==> config.mk <==
export PLATFORM = sky130hd
export DESIGN_NAME = dbram_arbiter
export DESIGN_NICKNAME = d
export VERILOG_FILES = /design/src/rtl/dbram_arbiter.sv
export SDC_FILE = /design/constraint.sdc
export NUM_CORES = 1
export LEC_CHECK = 0
export CORE_MARGIN = 4
export CORE_UTILIZATION = 28
export CTS_CLUSTER_SIZE = 25
export DETAILED_ROUTE_END_ITERATION = 12
export MAX_ROUTING_LAYER = met4
export PLACE_DENSITY = 0.95
export SYNTH_ARGS = -nofsm -noshare
export SYNTH_HDL_FRONTEND = slang
export SYNTH_SLANG_ARGS = --single-unit
==> constraint.sdc <==
create_clock -name clk -period 3.2 [get_ports clk]
set_input_delay 0.96 -clock clk [delete_from_list [all_inputs] [get_ports clk]]
set_output_delay 0.96 -clock clk [all_outputs]
set_load 0.01 [all_outputs]
==> src/rtl/dbram_arbiter.sv <==
`timescale 1ns/1ps
// dbram_arbiter: shares the single-port data BRAM between the CPU mem/wb stage and the NN accelerator DMA.
// Define DBRAM_ARB_PERF_EN to build the stall/wait performance counters; otherwise the perf ports read 0.
module dbram_arbiter #(
  parameter int ADDR_W    = 16,
  parameter int DATA_W    = 16,
  parameter int RD_LAT    = 1,
  parameter int MAX_WAIT  = 8,
  parameter int MAX_BURST = 16
) (
  input  logic              clk,
  input  logic              rst,
  input  logic              cpu_en,
  input  logic              cpu_wr,
  input  logic [ADDR_W-1:0] cpu_addr,
  input  logic [DATA_W-1:0] cpu_wdata,
  output logic              cpu_stall,
  output logic [DATA_W-1:0] cpu_rdata,
  output logic              cpu_rvalid,
  input  logic              acc_req,
  input  logic              acc_wr,
  input  logic              acc_lock,
  input  logic [ADDR_W-1:0] acc_addr,
  input  logic [DATA_W-1:0] acc_wdata,
  output logic              acc_gnt,
  output logic [DATA_W-1:0] acc_rdata,
  output logic              acc_rvalid,
  output logic              bram_en,
  output logic              bram_wr,
  output logic [ADDR_W-1:0] bram_addr,
  output logic [DATA_W-1:0] bram_wdata,
  input  logic [DATA_W-1:0] bram_rdata,
  output logic [31:0]       perf_cpu_stall_cnt,
  output logic [31:0]       perf_acc_wait_cnt
);
  localparam int WW   = $clog2(MAX_WAIT + 1);
  localparam int BW   = $clog2(MAX_BURST + 1);
  localparam int LAST = RD_LAT - 1;
  localparam logic [WW-1:0] WAIT_MAX   = WW'(MAX_WAIT);
  localparam logic [BW-1:0] BURST_LAST = BW'(MAX_BURST - 1);

  typedef enum logic {ST_CPU = 1'b0, ST_ACC_BURST = 1'b1} state_t;

  state_t        r_state;
  state_t        w_state_nxt;
  logic [WW-1:0] r_wait_cnt;
  logic [BW-1:0] r_burst_cnt;
  logic          r_relock_blk;
  logic          w_force;
  logic          w_cpu_gnt;
  logic          w_acc_gnt;
  logic          w_rd_push;
  logic          r_tag_vld_p [RD_LAT];
  logic          r_tag_own_p [RD_LAT];

  function automatic logic [WW-1:0] sat_inc_wait(input logic [WW-1:0] v);
    return (v >= WAIT_MAX) ? WAIT_MAX : v + WW'(1);
  endfunction

  assign w_force   = acc_req && (r_wait_cnt >= WAIT_MAX);
  assign w_rd_push = (w_cpu_gnt && !cpu_wr) || (w_acc_gnt && !acc_wr);

  always_ff @(posedge clk) begin
    if (rst) r_state <= ST_CPU;
    else     r_state <= w_state_nxt;
  end

  // Entering a burst is blocked for the first CPU-mode cycle after one ends.
  always_comb begin
    w_state_nxt = r_state;
    case (r_state)
      ST_CPU:
        if (w_acc_gnt && acc_lock && !r_relock_blk && (MAX_BURST > 1))
          w_state_nxt = ST_ACC_BURST;
      ST_ACC_BURST:
        if (!acc_lock || (w_acc_gnt && (r_burst_cnt >= BURST_LAST)))
          w_state_nxt = ST_CPU;
      default: w_state_nxt = ST_CPU;
    endcase
  end

  always_comb begin
    w_cpu_gnt  = 1'b0;
    w_acc_gnt  = 1'b0;
    bram_wr    = 1'b0;
    bram_addr  = '0;
    bram_wdata = '0;
    if (!rst) begin
      if (r_state == ST_ACC_BURST) begin
        w_acc_gnt = acc_req;
      end else begin
        w_cpu_gnt = cpu_en && !w_force;
        w_acc_gnt = acc_req && !w_cpu_gnt;
      end
    end
    if (w_cpu_gnt) begin
      bram_wr    = cpu_wr;
      bram_addr  = cpu_addr;
      bram_wdata = cpu_wdata;
    end else if (w_acc_gnt) begin
      bram_wr    = acc_wr;
      bram_addr  = acc_addr;
      bram_wdata = acc_wdata;
    end
    bram_en   = w_cpu_gnt || w_acc_gnt;
    cpu_stall = cpu_en && !w_cpu_gnt;
    acc_gnt   = w_acc_gnt;
  end

  always_ff @(posedge clk) begin
    if (rst) begin
      r_wait_cnt   <= '0;
      r_burst_cnt  <= '0;
      r_relock_blk <= 1'b0;
    end else begin
      r_wait_cnt <= (w_acc_gnt || !acc_req) ? '0 : sat_inc_wait(r_wait_cnt);
      if (r_state == ST_CPU)
        r_burst_cnt <= (w_state_nxt == ST_ACC_BURST) ? BW'(1) : '0;
      else if (w_acc_gnt)
        r_burst_cnt <= r_burst_cnt + BW'(1);
      r_relock_blk <= (r_state == ST_ACC_BURST) && (w_state_nxt == ST_CPU);
    end
  end

  // Tag pipeline p0..p(RD_LAT-1): stage LAST lines up with bram_rdata.
  always_ff @(posedge clk) begin
    if (rst) begin
      for (int i = 0; i < RD_LAT; i++) begin
        r_tag_vld_p[i] <= 1'b0;
        r_tag_own_p[i] <= 1'b0;
      end
    end else begin
      r_tag_vld_p[0] <= w_rd_push;
      r_tag_own_p[0] <= w_acc_gnt;
      for (int i = 1; i < RD_LAT; i++) begin
        r_tag_vld_p[i] <= r_tag_vld_p[i-1];
        r_tag_own_p[i] <= r_tag_own_p[i-1];
      end
    end
  end

  assign cpu_rvalid = !rst && r_tag_vld_p[LAST] && !r_tag_own_p[LAST];
  assign acc_rvalid = !rst && r_tag_vld_p[LAST] &&  r_tag_own_p[LAST];
  assign cpu_rdata  = cpu_rvalid ? bram_rdata : '0;
  assign acc_rdata  = acc_rvalid ? bram_rdata : '0;

`ifdef DBRAM_ARB_PERF_EN
  logic [31:0] r_perf_stall;
  logic [31:0] r_perf_wait;

  always_ff @(posedge clk) begin
    if (rst) begin
      r_perf_stall <= '0;
      r_perf_wait  <= '0;
    end else begin
      if (cpu_stall)             r_perf_stall <= r_perf_stall + 32'd1;
      if (acc_req && !w_acc_gnt) r_perf_wait  <= r_perf_wait + 32'd1;
    end
  end

  assign perf_cpu_stall_cnt = r_perf_stall;
  assign perf_acc_wait_cnt  = r_perf_wait;
`else
  assign perf_cpu_stall_cnt = '0;
  assign perf_acc_wait_cnt  = '0;
`endif

endmodule

# Yosys cells after proc, flatten, opt, wreduce, memory -nomap -nowiden
# Memory sizes are Yosys's and may differ from the RTL's.
# Cells that the tools add are included.
word_totals:
  regBits: 11
  mem_bits_rw: 2
  out_inout_bits: 134
  wordCells: 71
  mem_count: 2
classes:
  n_addsub: 2
  magnitude_cmp: 2
  n_eq_ne: 1
  muxes: 26
  n_bitwise: 2
  reduce_logical: 31
memory_table:
  columns: ["name", "words", "word_bits", "read_ports", "rd_ports_with_merged_regs", "wr", "line", "source"]
  rows:
  - ["r_tag_own_p", 1, 1, 1, 0, 1, "54", "logic r_tag_own_p [RD_LAT];"]
  - ["r_tag_vld_p", 1, 1, 1, 0, 1, "53", "logic r_tag_vld_p [RD_LAT];"]
op_table:
  columns: ["op", "count"]
  rows:
  - ["$mux 16", 6]
  - ["$mux 1", 16]
  - ["$logic_and 1x1->1", 13]
  - ["$logic_not 1->1", 10]
  - ["$mux 5", 2]
  - ["$add 5x1->5 const B", 1]
  - ["$ge 5x4->1 const B", 1]
  - ["$add 4x1->4 const B", 1]
  - ["$ge 4x4->1 const B", 1]
  - ["$logic_or 1x1->1", 4]
  - ["$mux 4", 1]
  - ["$reduce_or 3->1", 1]
  - ["$ne 2x1->1 const B", 1]
  - ["$not 1->1", 2]
  - ["$pmux 1 s2", 1]
  - ["$reduce_or 1->1", 2]
  - ["$reduce_or 2->1", 1]

# Longest topological paths before layout
logic_depth:
  word_depth: 14
  mapped_depth: 6
  depth_no_buf: 5

# Worst setup path after synthesis
# OpenSTA, ideal clock, no wires.
synth_path:
  kind: "input port to output port"
  start: "input port acc_req"
  end: "output port bram_wdata[10]"
  t_arrival_ns: 1.877
  slack_ns: 0.363
  cell_stages: 6
  n_path_buf: 3
  cell_sequence: "buf_6 nand2b_4 buf_6 nor2_2 buf_2 a22o_1"
synth_between:
  elab_chain_cells: 9
synth_rtl:
  columns: ["element", "line", "source"]
  rows:
  - ["start, declared", "20", "input logic acc_req,"]
  - ["$logic_and 1x1->1", "60", "assign w_force = acc_req && (r_wait_cnt >= WAIT_MAX);"]
  - ["$logic_not 1->1", "92", "w_cpu_gnt = cpu_en && !w_force;"]
  - ["$logic_and 1x1->1", "92", null]
  - ["$logic_not 1->1", "93", "w_acc_gnt = acc_req && !w_cpu_gnt;"]
  - ["$logic_and 1x1->1", "93", null]
  - ["$mux 1 (*)", "89", "if (r_state == ST_ACC_BURST) begin"]
  - ["$mux 1 (*)", "88", "if (!rst) begin"]
  - ["net acc_gnt", "25", "output logic acc_gnt,"]
  - ["$mux 16 (*)", "100", "end else if (w_acc_gnt) begin"]
  - ["$mux 16 (*)", "96", "if (w_cpu_gnt) begin"]
  - ["end, declared", "31", "output logic [DATA_W-1:0] bram_wdata,"]
# Mark *: on every way through the listed nets, which the timed path passes. The rest lies on a longest branch.

# Worst setup path in the final report
layout_path:
  start: "input port acc_req"
  end: "output port acc_gnt"
layout_between:
  elab_chain_cells: 7
layout_rtl:
  columns: ["element", "line"]
  rows:
  - ["$logic_and 1x1->1", "60"]
  - ["$logic_not 1->1", "92"]
  - ["$logic_and 1x1->1", "92"]
  - ["$logic_not 1->1", "93"]
  - ["$logic_and 1x1->1", "93"]
  - ["$mux 1 (*)", "89"]
  - ["$mux 1 (*)", "88"]
  - ["end, declared", "25"]
# Mark *: on every way between the ends. The rest lies on a longest branch, timed or not.

==> summary.md <==
| Metric | Value |
|---|---|
| Worst path bufs/invs | 3 |
| Clk pwr share | 0.234 |
| Worst-Skew Late Latency | 0.25 ns |
| Mapped Area | between 0.0015 and 0.002 mm2 |
| Drt pass-1 iters | 4 |
| Period utilization | 0.9744 |
| Number of DRC markers in iteration 0 | 60 |
| Final Util | 0.5402 |
| Core Region | 0.005886 mm2 |
| Vias in the first global route | roughly 1900 |
| Clock Tree Buf Depth | 2 |
| Hold-fix buffers, CTS | 0 |
| Setup crit end kind | output pin |
| Combinational power share | 0.498 |
| Global Route Usage Sum | 0.1600 |
| Share of post-route cells with drive strength above 1 | 0.1707 |
| CP arrival | about 2.2 ns |
| Largest net degree at the start of global routing | 18 |
| Leakage power | about 1.7 nW |
| HPWL after detailed placement | around 5300 um |
| Worst EP required | approximately 2.2 ns |
| Gp weighted congestion | approximately 0.80 |
| Placed insts | roughly 440 |
| # port buffers | roughly 160 |
| TritonCTS clock tree | yes |
| CTS Buf Count | 3 |
| Switching Share | 0.3100 |
| Max_cap viols | 0 |
| Clk slew on worst S/H paths | ~0.060 ns |
| Psw | ~190 uW |
| Crit start category | input port |
| Register area share after synthesis | 0.1534 |
| Clk sinks | 13 |
| Library cells used by synthesis | 40 |
| Status | finished, final reports clean |
| Vias per inst | roughly 4.3 |
| WS Path Type | input port to output pin |
| Chip width | roughly 86 um |
| Root buf cell | clkbuf_8 |
| Skew final | around 0.0066 ns |
| Synth area leaders | buf_4 28%, a22o_1 17%, dfxtp_1 15%, and2_1 12%, ha_1 2.9% |
| Yosys warns | 0 |
| Via count | 1930 |
| Die area | around 0.0074 mm2 |
| Slew Limit Fails | 0 |
| Int Power | around 430 uW |
| Syn Inst Count | 208 |
| Worst Setup Slack, final | roughly 0.082 ns |
| FF/Latch Area | around 260 um2 |
| Crit-path cells | clkdlybuf4s15_2 -> nand2b_4 -> nor2_4 -> buf_12 -> clkdlybuf4s50_1 |
| First-pass GRT wire length | 9335 um |
| Cell row count | 28 |
| Fill cell count | 544 |
| Wire per inst | roughly 15 um |
| Sequential group share of total power | 0.268 |
| Non-Filler Instances | 450 |
| Primary FF master, synth | dfxtp_1 |
| Setup Slack @ Placement | -0.5946 ns |
| Yosys top cell by area | buf_4 |
| Initial Utilization | 0.2883 |
| Share of the synthesized area in the top cell type | 0.2832 |
| Ports | between 200 and 250 |
| Post-synth top cells | 64 x buf_4, 33 x a22o_1, 32 x and2_1 |
| Most common cell in the synthesized netlist | buf_4 |
| Die height | 85.84 um |
| Fmax achieved | 0.3207 GHz |
| Nets | roughly 470 |
| Crit path max fanout | 17 |
| Post-Route Setup TNS | 0 ns |
| RSZ-0062 raised after global routing | no |
| Diodes inserted | 0 |
| HP Class | register to register |
| Post-Route WL | 6637 um |
| ANT nets after route | 0 |
| Kind of cell adding the most delay to the critical path | buffers and inverters |
| Final hold vios | 0 |
| CP max stage delay | between 0.5 and 0.6 ns |
| Initial antenna violation count | 0 |
| Peak supply drop | about 0.00015 V |
| Multi-input combinational cell area | between 0.001 and 0.0015 mm2 |
| Tmin final | approximately 3.1 ns |
| Register bit total from synthesis | 13 |
| Syn Area/Cell | 8.157 um2 |
| Pwr Density | slightly below 200 mW/mm2 |
| Total gr overflow | 0 |
| Synth async-reset ratio | 0 |
| Detailed-route DRC error count | 0 |
| Setup violators final | 0 |
| CP max stage cell | clkdlybuf4s50_1 |
| Hold slack | 0.4740 ns |
| Post-synth EDFFs | 0 |
| Layout area overhead | 87.39% |
| H-tree levels | 1 |
per-layer routing:
layer,share of wire,routed length (um),global-route usage
met3,0.075,496,0.02594
met4,0.013,83,0.04317
met1,0.37,2426,0.1718
met2,0.55,3630,0.3016
met5,0,0,-
cell type report:
| cell class | count | share of cell area |
|---|---|---|
| inverter | 7 | 0.008264 |
| sequential | 13 | 0.08186 |
| multi-input combinational | 176 | 0.3514 |
| tap | 75 | 0.02952 |
| clock inverter | 1 | 0.001574 |
| timing repair buffer | 175 | 0.5144 |
| clock buffer | 3 | 0.01299 |
stage by stage:
step | power (mW) | instance area (um2)
6_report | 0.6255 | 3179
2_1_floorplan | 0.3450 | 1933
3_3_place_gp | 0.4783 | 3161
4_1_cts | 0.6174 | 3124
3_5_place_dp | 0.4834 | 3161
5_1_grt | 0.6574 | 3179
path summary, 6_finish.rpt:
path                                                  start                        to  slack [ns]  depth (start not counted)
worst min register to register     r_wait_cnt[0]$_SDFF_PP0_  r_wait_cnt[0]$_SDFF_PP0_        0.47                          1
worst min-delay path               r_wait_cnt[0]$_SDFF_PP0_  r_wait_cnt[0]$_SDFF_PP0_        0.47                          1
worst max-delay path                                acc_req                   acc_gnt        0.08                          5
worst max register to register  r_burst_cnt[0]$_SDFFE_PP0P_        r_state$_SDFF_PP0_        1.47                          5
state kept, by name, summed over array words and instances, names as in the netlist:
register and flops:
r_burst_cnt 5, r_relock_blk 1, r_state 1, r_tag_own_p 1
r_tag_vld_p 1, r_wait_cnt 4
timing repair:
item	4_1_cts	5_1_grt
pin swaps	1	2
gates cloned	3	2
buffers inserted	3	1
endpoints found under the setup margin	70	34
resized for setup	172	4
power groups by stage:
stage	combinational (mW)	clock (mW)	sequential, mW
after floorplan	0.175	0	0.170
after global placement	0.308	0	0.171
after detailed placement	0.312	0	0.171
after CTS	0.299	0.151	0.168
after global routing	0.332	0.157	0.168
final	0.311	0.146	0.168
worst reg2reg max path, cell delays in order, from the launching register on:
cell and delay, ns:
dfxtp_1 0.34, ha_1 0.21, and3_1 0.19, ha_1 0.19, o311ai_0 0.33, nor4bb_1 0.36
cells in the final DEF, fill, tap and decap left out, types with 2 or more instances in the layout:
cell type,n
a21oi_1,3
a22o_1,33
a31oi_1,2
and2_1,32
buf_12,4
buf_2,33
buf_4,7
buf_6,3
clkbuf_16,2
clkbuf_8,3
clkdlybuf4s50_1,84
conb_1,64
dfxtp_1,13
dlygate4sd2_1,39
ha_1,4
inv_1,7
nor2_1,7
nor3b_4,2
o311ai_0,2
o31ai_1,2
or4_1,2
xnor2_1,2
cell families after synthesis:
group                      after synthesis  share of synthesized area
AOI/OAI and AO/OA                       46                     0.2294
other                                    1                   0.002210
DFF                                     13                     0.1534
and+or+nand+nor                         59                     0.2323
xor gates and xnor gates                 2                    0.01033
muxes                                    1                   0.005900
adders and majority gates                4                    0.02950
buffers and inverters                   82                     0.3370
(Power assumes the default switching activity.)
